### src/rtl/tmp_dig_mc.sv
// ---------------------------------------------------------------------------
// tmp_dig_mc : digital controller for a chopped multi-channel temperature
// sensor front end.  For every enabled channel it precharges the capacitor
// array, then cycles DIODE / BIGDIODE phases separated by non-overlap blank
// cycles.  The comparator decision taken at the end of each BIGDIODE phase
// first drives a setup period (SETUP_N zero decisions), then NCONV counted
// conversions whose number of ones becomes the channel result.
//
// Ports
//   clk            : single clock, rising edge
//   reset          : asynchronous, active-low reset
//   cmp            : comparator decision
//   start          : single-shot scan request (honoured only in IDLE)
//   cont           : continuous rescan mode
//   en_mask[NCH]   : channel enables, latched at the start of every scan
//   res_ready      : result sink ready
//   PI1/PI2        : big-diode phase switches
//   PII1/PII2      : diode phase switches
//   PA..PD         : capacitor-array switches
//   src_n/snk      : chopped current source / sink controls
//   preChrg        : precharge strobe
//   ch_sel[CHW]    : analog mux channel select
//   res_valid, res_data[RESW], res_ch[CHW] : result handshake
//   busy           : high whenever the controller is not IDLE
// ---------------------------------------------------------------------------
module tmp_dig_mc #(
    parameter int NCH       = 4,
    parameter int NCONV     = 32,
    parameter int SETUP_N   = 6,
    parameter int DIODE_CYC = 1,
    parameter int BIG_CYC   = 2,
    localparam int CHW      = (NCH > 1) ? $clog2(NCH) : 1,
    localparam int RESW     = $clog2(NCONV + 1)
) (
    input  logic            clk,
    input  logic            reset,
    input  logic            cmp,
    input  logic            start,
    input  logic            cont,
    input  logic [NCH-1:0]  en_mask,
    input  logic            res_ready,
    output logic            PI1,
    output logic            PI2,
    output logic            PII1,
    output logic            PII2,
    output logic            PA,
    output logic            PB,
    output logic            PC,
    output logic            PD,
    output logic            src_n,
    output logic            snk,
    output logic            preChrg,
    output logic [CHW-1:0]  ch_sel,
    output logic            res_valid,
    output logic [RESW-1:0] res_data,
    output logic [CHW-1:0]  res_ch,
    output logic            busy
);

    localparam int PHMAX = (DIODE_CYC > BIG_CYC) ? DIODE_CYC : BIG_CYC;
    localparam int PHW   = (PHMAX > 1) ? $clog2(PHMAX) : 1;

    typedef enum logic [3:0] {
        ST_IDLE,
        ST_PRECHARGE,
        ST_BLANK_D,
        ST_DIODE,
        ST_BLANK_B,
        ST_BIGDIODE,
        ST_HCHARGE,
        ST_LCHARGE,
        ST_OUTPUT
    } state_t;

    // Lowest set bit of a channel mask (0 when the mask is empty).
    function automatic logic [CHW-1:0] lowestCh(input logic [NCH-1:0] m);
        lowestCh = '0;
        for (int i = NCH - 1; i >= 0; i--) begin
            if (m[i]) lowestCh = CHW'(i);
        end
    endfunction

    // Next enabled channel strictly above cur; MSB of the result flags "found".
    function automatic logic [CHW:0] nextCh(input logic [NCH-1:0] m,
                                            input logic [CHW-1:0] cur);
        nextCh = '0;
        for (int i = NCH - 1; i >= 0; i--) begin
            if (m[i] && (i > int'(cur))) nextCh = {1'b1, CHW'(i)};
        end
    endfunction

    state_t          r_state, w_state;
    logic [NCH-1:0]  r_mask, w_mask;
    logic [CHW-1:0]  r_ch, w_ch;
    logic [RESW-1:0] r_acc, w_acc;
    logic [RESW-1:0] r_conv, w_conv;
    logic [5:0]      r_setupCnt, w_setupCnt;
    logic            r_setupDone, w_setupDone;
    logic [PHW-1:0]  r_phCnt, w_phCnt;
    logic [CHW:0]    w_nextCh;

    logic r_pi, r_pii, r_pa, r_pb, r_pc, r_pd, r_preChrg;
    logic w_pi, w_pii, w_pa, w_pb, w_pc, w_pd, w_preChrg;
    logic r_src, r_snk;
    logic r_valid, w_valid;
    logic [RESW-1:0] r_resData, w_resData;
    logic [CHW-1:0]  r_resCh, w_resCh;
    logic r_busy, w_busy;

    // Next-state logic plus the output values that belong to the next state,
    // so every output is a flop aligned with the state register.
    always_comb begin
        w_state     = r_state;
        w_mask      = r_mask;
        w_ch        = r_ch;
        w_acc       = r_acc;
        w_conv      = r_conv;
        w_setupCnt  = r_setupCnt;
        w_setupDone = r_setupDone;
        w_phCnt     = '0;
        w_nextCh    = nextCh(r_mask, r_ch);

        case (r_state)
            ST_IDLE: begin
                if ((start | cont) && (en_mask != '0)) begin
                    w_mask  = en_mask;
                    w_ch    = lowestCh(en_mask);
                    w_state = ST_PRECHARGE;
                end
            end
            ST_PRECHARGE: begin
                w_acc       = '0;
                w_conv      = '0;
                w_setupCnt  = '0;
                w_setupDone = 1'b0;
                w_state     = ST_BLANK_D;
            end
            ST_BLANK_D: w_state = ST_DIODE;
            ST_DIODE: begin
                if (r_phCnt == PHW'(DIODE_CYC - 1)) w_state = ST_BLANK_B;
                else                                w_phCnt = r_phCnt + PHW'(1);
            end
            ST_BLANK_B: w_state = ST_BIGDIODE;
            ST_BIGDIODE: begin
                // Only the last BIGDIODE cycle carries the decision.
                if (r_phCnt == PHW'(BIG_CYC - 1)) begin
                    if (!r_setupDone) begin
                        if (!cmp) begin
                            w_setupCnt = r_setupCnt + 6'd1;
                            if (r_setupCnt == 6'(SETUP_N - 1)) w_setupDone = 1'b1;
                        end
                        w_state = ST_BLANK_D;
                    end else begin
                        w_conv = r_conv + RESW'(1);
                        if (cmp && (r_acc != RESW'(NCONV))) w_acc = r_acc + RESW'(1);
                        w_state = cmp ? ST_HCHARGE : ST_LCHARGE;
                    end
                end else begin
                    w_phCnt = r_phCnt + PHW'(1);
                end
            end
            ST_HCHARGE, ST_LCHARGE: begin
                w_state = (r_conv == RESW'(NCONV)) ? ST_OUTPUT : ST_BLANK_D;
            end
            ST_OUTPUT: begin
                if (r_valid && res_ready) begin
                    if (w_nextCh[CHW]) begin
                        w_ch    = w_nextCh[CHW-1:0];
                        w_state = ST_PRECHARGE;
                    end else if (cont) begin
                        // Rescan picks up whatever mask is presented right now.
                        w_mask  = en_mask;
                        w_ch    = lowestCh(en_mask);
                        w_state = (en_mask != '0) ? ST_PRECHARGE : ST_IDLE;
                    end else begin
                        w_state = ST_IDLE;
                    end
                end
            end
            default: w_state = ST_IDLE;
        endcase

        w_pi      = (w_state == ST_BIGDIODE);
        w_pii     = (w_state == ST_DIODE);
        w_pa      = (w_state inside {ST_PRECHARGE, ST_HCHARGE, ST_LCHARGE});
        w_pb      = (w_state inside {ST_PRECHARGE, ST_HCHARGE, ST_OUTPUT});
        w_pc      = (w_state inside {ST_PRECHARGE, ST_LCHARGE, ST_OUTPUT});
        w_pd      = (w_state inside {ST_PRECHARGE, ST_OUTPUT});
        w_preChrg = (w_state == ST_PRECHARGE);
        w_valid   = (w_state == ST_OUTPUT);
        w_resData = (w_state == ST_OUTPUT) ? w_acc : '0;
        w_resCh   = (w_state == ST_OUTPUT) ? w_ch : '0;
        w_busy    = (w_state != ST_IDLE);
    end

    // State, datapath and output registers.  The chopper controls toggle on
    // every clock spent in BIGDIODE, steered by the comparator.
    always_ff @(posedge clk or negedge reset) begin
        if (!reset) begin
            r_state     <= ST_IDLE;
            r_mask      <= '0;
            r_ch        <= '0;
            r_acc       <= '0;
            r_conv      <= '0;
            r_setupCnt  <= '0;
            r_setupDone <= 1'b0;
            r_phCnt     <= '0;
            r_pi        <= 1'b0;
            r_pii       <= 1'b0;
            r_pa        <= 1'b0;
            r_pb        <= 1'b0;
            r_pc        <= 1'b0;
            r_pd        <= 1'b0;
            r_preChrg   <= 1'b0;
            r_src       <= 1'b0;
            r_snk       <= 1'b0;
            r_valid     <= 1'b0;
            r_resData   <= '0;
            r_resCh     <= '0;
            r_busy      <= 1'b0;
        end else begin
            r_state     <= w_state;
            r_mask      <= w_mask;
            r_ch        <= w_ch;
            r_acc       <= w_acc;
            r_conv      <= w_conv;
            r_setupCnt  <= w_setupCnt;
            r_setupDone <= w_setupDone;
            r_phCnt     <= w_phCnt;
            r_pi        <= w_pi;
            r_pii       <= w_pii;
            r_pa        <= w_pa;
            r_pb        <= w_pb;
            r_pc        <= w_pc;
            r_pd        <= w_pd;
            r_preChrg   <= w_preChrg;
            r_valid     <= w_valid;
            r_resData   <= w_resData;
            r_resCh     <= w_resCh;
            r_busy      <= w_busy;
            if (r_state == ST_BIGDIODE) begin
                r_src <= r_src ^ cmp;
                r_snk <= r_snk ^ ~cmp;
            end
        end
    end

    assign PI1       = r_pi;
    assign PI2       = r_pi;
    assign PII1      = r_pii;
    assign PII2      = r_pii;
    assign PA        = r_pa;
    assign PB        = r_pb;
    assign PC        = r_pc;
    assign PD        = r_pd;
    assign preChrg   = r_preChrg;
    assign src_n     = r_src;
    assign snk       = r_snk;
    assign ch_sel    = r_ch;
    assign res_valid = r_valid;
    assign res_data  = r_resData;
    assign res_ch    = r_resCh;
    assign busy      = r_busy;

endmodule

### config.mk
export PLATFORM = sky130hd
export DESIGN_NAME = tmp_dig_mc
export DESIGN_NICKNAME = d
export VERILOG_FILES = /design/src/rtl/tmp_dig_mc.sv
export SDC_FILE = /design/constraint.sdc
export NUM_CORES = 1
export LEC_CHECK = 0
export ABC_AREA = 1
export CAP_MARGIN = 25
export CORE_MARGIN = 2
export CORE_UTILIZATION = 49
export CTS_BUF_LIST = sky130_fd_sc_hd__clkbuf_16
export CTS_CLUSTER_DIAMETER = 150
export DETAILED_ROUTE_END_ITERATION = 7
export PLACE_DENSITY = 0.75
export SYNTH_ARGS = -nofsm -noshare
export SYNTH_HDL_FRONTEND = slang
export SYNTH_SLANG_ARGS = --single-unit
export TNS_END_PERCENT = 20
### constraint.sdc
create_clock -name clk -period 1.4 [get_ports clk]
set_input_delay 0.14 -clock clk [delete_from_list [all_inputs] [get_ports clk]]
set_output_delay 0.14 -clock clk [all_outputs]
set_load 0.005 [all_outputs]
* Word-level counts from Yosys, hierarchy flattened
Cells that the tools add are included.
Operators by class: add/subtract/negate cells 4, magnitude comparators 3, equality and inequality tests 25, multiplexer cells 49, bitwise gates (word level) 4, reduce and logical (&&, ||, !) cells 20
Operators with widths (count):
- 6-bit two-way mux | 9
- 4-bit two-way mux | 9
- 6-bit case mux with 2 select lines | 3
- 4-bit case mux with 8 select lines | 1
- 4-bit by 3-bit == test with 1-bit output, second input constant | 7
- 6-bit by 1-bit adder with 6-bit output, second input constant | 3
- 2-bit two-way mux | 9
- 2-bit inequality test, second input constant | 8
- 4-bit by 2-bit == test with 1-bit output, second input constant | 3
- 3-bit two-way mux | 4
- 1-bit two-way mux | 10
- 3-bit nonzero test | 3
- 4-bit by 1-bit == test with 1-bit output, second input constant | 2
- 4-bit == test, second input constant | 2
- 4-bit case mux with 2 select lines | 1
- 4-bit nonzero test | 2
- 6-bit by 3-bit == test with 1-bit output, second input constant | 1
- 6-bit == test, second input constant | 1
- 1-bit logical AND | 6
- 6-bit inequality test, second input constant | 1
- 2-bit nonzero test | 3
- 5-bit AND reduction | 1
- 2-bit > comparator, first input constant | 2
- 4-bit logical NOT | 1
- other kinds (11) | 13
Word-level totals: register bits 49, input port bits 10, output and inout port bits 23, logic and storage cells 126

* Logic depth before layout (Yosys ltp)
word-level depth 10, depth in mapped cells 11, depth with buffers taken out 11

* Worst setup path before layout
OpenSTA, ideal clock, no wires.
kind flip-flop to flip-flop, start reg r_acc[0], end reg r_resData[2] (netlist: res_data[2]), library setup time 121 ps, arrival time 1261 ps, data required time 1279 ps, path slack 18 ps, cell stages (with the launch flop) 11, path buffers 0, cell sequence dfrtp_1 -> inv_1 -> ha_1 -> nand2_1 -> inv_1 -> nand3_1 -> nand3_4 -> nor2_4 -> inv_2 -> o21ai_1 -> nor2_1
On the way: longest elaborated chain between the ends 7
RTL lines:
- from (decl) | RTL line 95 | logic [RESW-1:0] r_acc, w_acc;
- from (signal assigned) | RTL line 225 | r_acc <= w_acc;
- parallel branches: the longest is 2 deep, another holds 6-bit by 1-bit adder with 6-bit output
- 6-bit two-way mux (*) | RTL line 155 | if (cmp && (r_acc != RESW'(NCONV))) w_acc = r_acc + RESW'(1);
- 6-bit two-way mux (*) | RTL line 147 | if (!r_setupDone) begin
- 6-bit two-way mux (*) | RTL line 146 | if (r_phCnt == PHW'(BIG_CYC - 1)) begin
- 6-bit case mux with 2 select lines (*) | RTL line 123 | case (r_state)
- 6-bit two-way mux (*) | RTL line 191 | w_resData = (w_state == ST_OUTPUT) ? w_acc : '0;
- named net w_resData[2] | RTL line 106 | logic [RESW-1:0] r_resData, w_resData;
- to (signal assigned) | RTL line 238 | r_resData <= w_resData;
- to (decl) | RTL line 106
Mark *: on every way through the listed nets, which the timed path passes. A chain may end at the register's enable or synchronous reset.

* Worst setup path in the final report
start reg r_conv[1], end reg r_pc (netlist: PC)
On the way: longest elaborated chain between the ends 5
RTL lines:
- from (decl) | RTL line 96 | logic [RESW-1:0] r_conv, w_conv;
- from (signal assigned) | RTL line 226 | r_conv <= w_conv;
- 6-bit == test (*) | RTL line 163 | w_state = (r_conv == RESW'(NCONV)) ? ST_OUTPUT : ST_BLANK_D;
- 4-bit two-way mux (*) | RTL line 163
- 4-bit case mux with 8 select lines (*) | RTL line 123
- named net w_state[3] | RTL line 92 | state_t r_state, w_state;
- 4-bit by 1-bit == test with 1-bit output (tied with other cells) | RTL line 187 | w_pc = (w_state inside {ST_PRECHARGE, ST_LCHARGE, ST_OUTPUT});
- 3-bit nonzero test (*) | RTL line 187
- named net w_pc | RTL line 103 | logic w_pi, w_pii, w_pa, w_pb, w_pc, w_pd, w_preChrg;
- to (signal assigned) | RTL line 234 | r_pc <= w_pc;
- to (decl) | RTL line 102 | logic r_pi, r_pii, r_pa, r_pb, r_pc, r_pd, r_preChrg;
Mark *: on every way through the listed nets, which the timed path passes. The rest lies on a longest branch.

==> impl_metrics.env <==
export IMPL_skew_ns=0.00568
export IMPL_dpl_cell_count=448
export IMPL_ant_nets=0
export IMPL_synth_warnings=0
export IMPL_path_max_fanout=5
export IMPL_async_flop_share=1.00
export IMPL_mappedNetlistArea_sq_um=2500
export IMPL_finalSetupViolCount=20
export IMPL_holdCritPathClass="in -> async"
export IMPL_cts_max_path_buffers=2
export IMPL_power_density_nw_per_um2=1570
export IMPL_htree_levels=2
export IMPL_clock_fmax_mhz=667
export IMPL_drtIter0Drc=152
export IMPL_path_clk_slew_ns=0.06
export IMPL_grt_pass1_wl_um=9950
export IMPL_status="complete, but fails checks"
export IMPL_synth_seq_cells=48
export IMPL_io_buffer_count=32
export IMPL_drt_wl_total_um=6210
export IMPL_grt_start_max_net_pins=49
export IMPL_grt_usage=0.231
export IMPL_wire_per_inst_um=13.4
export IMPL_mostFrequentLayoutCell="nand2_1"
export IMPL_grt_setup_unrepaired="yes"
export IMPL_gr_total_overflow=0
export IMPL_p_leak_nw=1.81
export IMPL_yosysUniqueCellTypes=31
export IMPL_place_ws_ns=-0.169
export IMPL_peakVddDrop_v=0.000885
export IMPL_drive_above_1_share=0.298
export IMPL_die_y_um=75.4
export IMPL_layout_common_cells="nand2_1, buf_4, dfrtp_1"
export IMPL_cts_tree="built"
export IMPL_diodes=0
export IMPL_ios=33
export IMPL_final_area_sq_um=3620
export IMPL_worstSetupEndpointType="flip-flop"
export IMPL_initial_core_util=0.519
export IMPL_syn_instance_count=308
export IMPL_instances_no_fill=463
export IMPL_dieWidth_um=75.4
export IMPL_min_period_ns=1.50
export IMPL_dpl_instance_area_sq_um=3230
export IMPL_layout_nets=411
export IMPL_r2r_slack_ns=-0.1
export IMPL_synth_ff_type="dfrtp_1"
export IMPL_cap_violations=0
export IMPL_finalHoldViolations=0
export IMPL_post_dp_hpwl_um=4190
export IMPL_avgViaCountPerCell=5.14
export IMPL_max_slew_margin_rel=0.803
export IMPL_num_rows=25
export IMPL_cts_root_buf="clkbuf_16"
export IMPL_synth_nets=324
export IMPL_firstDrtPassIters=4
export IMPL_grt_pass1_vias=2244
export IMPL_gp_congestion=0.918
export IMPL_dieArea_sq_um=5690
export IMPL_setup_ws_ns=-0.0988
export IMPL_syn_area_per_cell_sq_um=8.11
export IMPL_antenna_found_initial=0
export IMPL_core_area_sq_um=4820
export IMPL_crit_required_ns=1.57
export IMPL_setup_tns_final_ns=-0.740
export IMPL_insertion_delay_ns=0.29
export IMPL_worstPathArrival_ns=1.67
export IMPL_num_vias=2382
export IMPL_yosysSeqAreaShare=0.481
export IMPL_synth_edf_count=0
export IMPL_fin_crit_sh=1.07
export IMPL_worst_slew_pin_slew_ns=0.292
export IMPL_failed_checks="setup timing"
export IMPL_criticalPathCategory="reg -> reg"
export IMPL_fin_util=0.752
export IMPL_setup_worst_path_start_class="flip-flop"
export IMPL_clkSinkCount=48
export IMPL_slew_viol_final=0
export IMPL_drc=0
export IMPL_cts_buffers=5
export IMPL_syn2layout_area_growth_pct=45.0
where the power goes:
| part | switching [mW] | internal, mW |
|---|---|---|
| sequential | 0.241 | 1.66 |
| clock | 0.509 | 0.839 |
| combinational | 1.29 | 1.14 |
| total | 2.04 | 3.64 |
worst max-delay path: stages (launching register included):
cell and delay (ns):
dfrtp_1 0.37, inv_1 0.07, ha_1 0.14, nand4_1 0.14, buf_4 0.18, o21ai_4 0.20, nor2_2 0.11, nand3_4 0.09
nand3_1 0.07
state kept, by name, summed over array words and instances, names as in the netlist, 2 cells and up:
register and cells:
res_data 6, r_state 4, res_ch 2, r_acc 6, r_mask 3, r_conv 6, ch_sel 2, r_setupCnt 6
timing repair:
action,CTS,global route
setup buffers,5,1
hold endpoints to repair,48,0
hold buffers,1,0
pin swaps,12,11
setup endpoints to repair,28,36
gates resized for setup,20,33
worst paths after layout:
path                            depth (start not counted)       endpoint       from
worst max-delay path                                    8             PC  r_conv[1]
worst min-delay path                                    3  r_setupCnt[2]      reset
worst max register to register                          8             PC  r_conv[1]
worst min register to register                          1          src_n      src_n
max in group asynchronous                               3     r_state[2]      reset
min in group clk                                        1          src_n      src_n
metrics by stage:
stage	hold slack, ns	power, mW
2_1_floorplan	-0.156	2.95
3_3_place_gp	0.143	3.92
3_5_place_dp	0.146	3.99
4_1_cts	0.377	5.50
5_1_grt	0.430	6.03
6_report	0.371	5.68
final cells by class:
type                            count  area, sq um
Clock inverter                      3         42.5
Sequential cell                    48         1200
Clock buffer                        5          125
Inverter                           52          200
Multi-Input combinational cell    206         1250
Timing Repair Buffer               82          717
Tap cell                           67         83.8
Fill cell                         344         1190
synth_stat cells (4+ instances only):
cell	n	area share
nand2_1	81	0.12
dfrtp_1	48	0.48
inv_1	46	0.069
nor2_1	25	0.038
nand3_1	18	0.036
o21ai_0	14	0.028
a21oi_1	12	0.024
nand4_1	9	0.023
ha_1	6	0.030
inv_2	6	0.0090
nor2_2	5	0.013
nor3_1	4	0.0080
o21ai_2	4	0.014
cells by family (layout without fill, tap and decap cells):
kind of cell	after synthesis	count (layout)	share of synthesized area
AO/OA/AOI/OAI	40	40	0.0971
buffers and inverters	54	142	0.0841
XOR/XNOR	5	5	0.0175
flip-flops	48	48	0.481
AND/OR/NAND/NOR	155	155	0.290
adder cells (fa/ha/maj)	6	6	0.0300
per-layer routing:
metal  GRT usage  vias up  wire length, um
met5           0        -                0
met2       0.414       72             3280
met4      0.0760        0              240
met3      0.0476       23              277
li1            -     1164                -
met1       0.278     1123             2410
(Power assumes the default switching activity.)
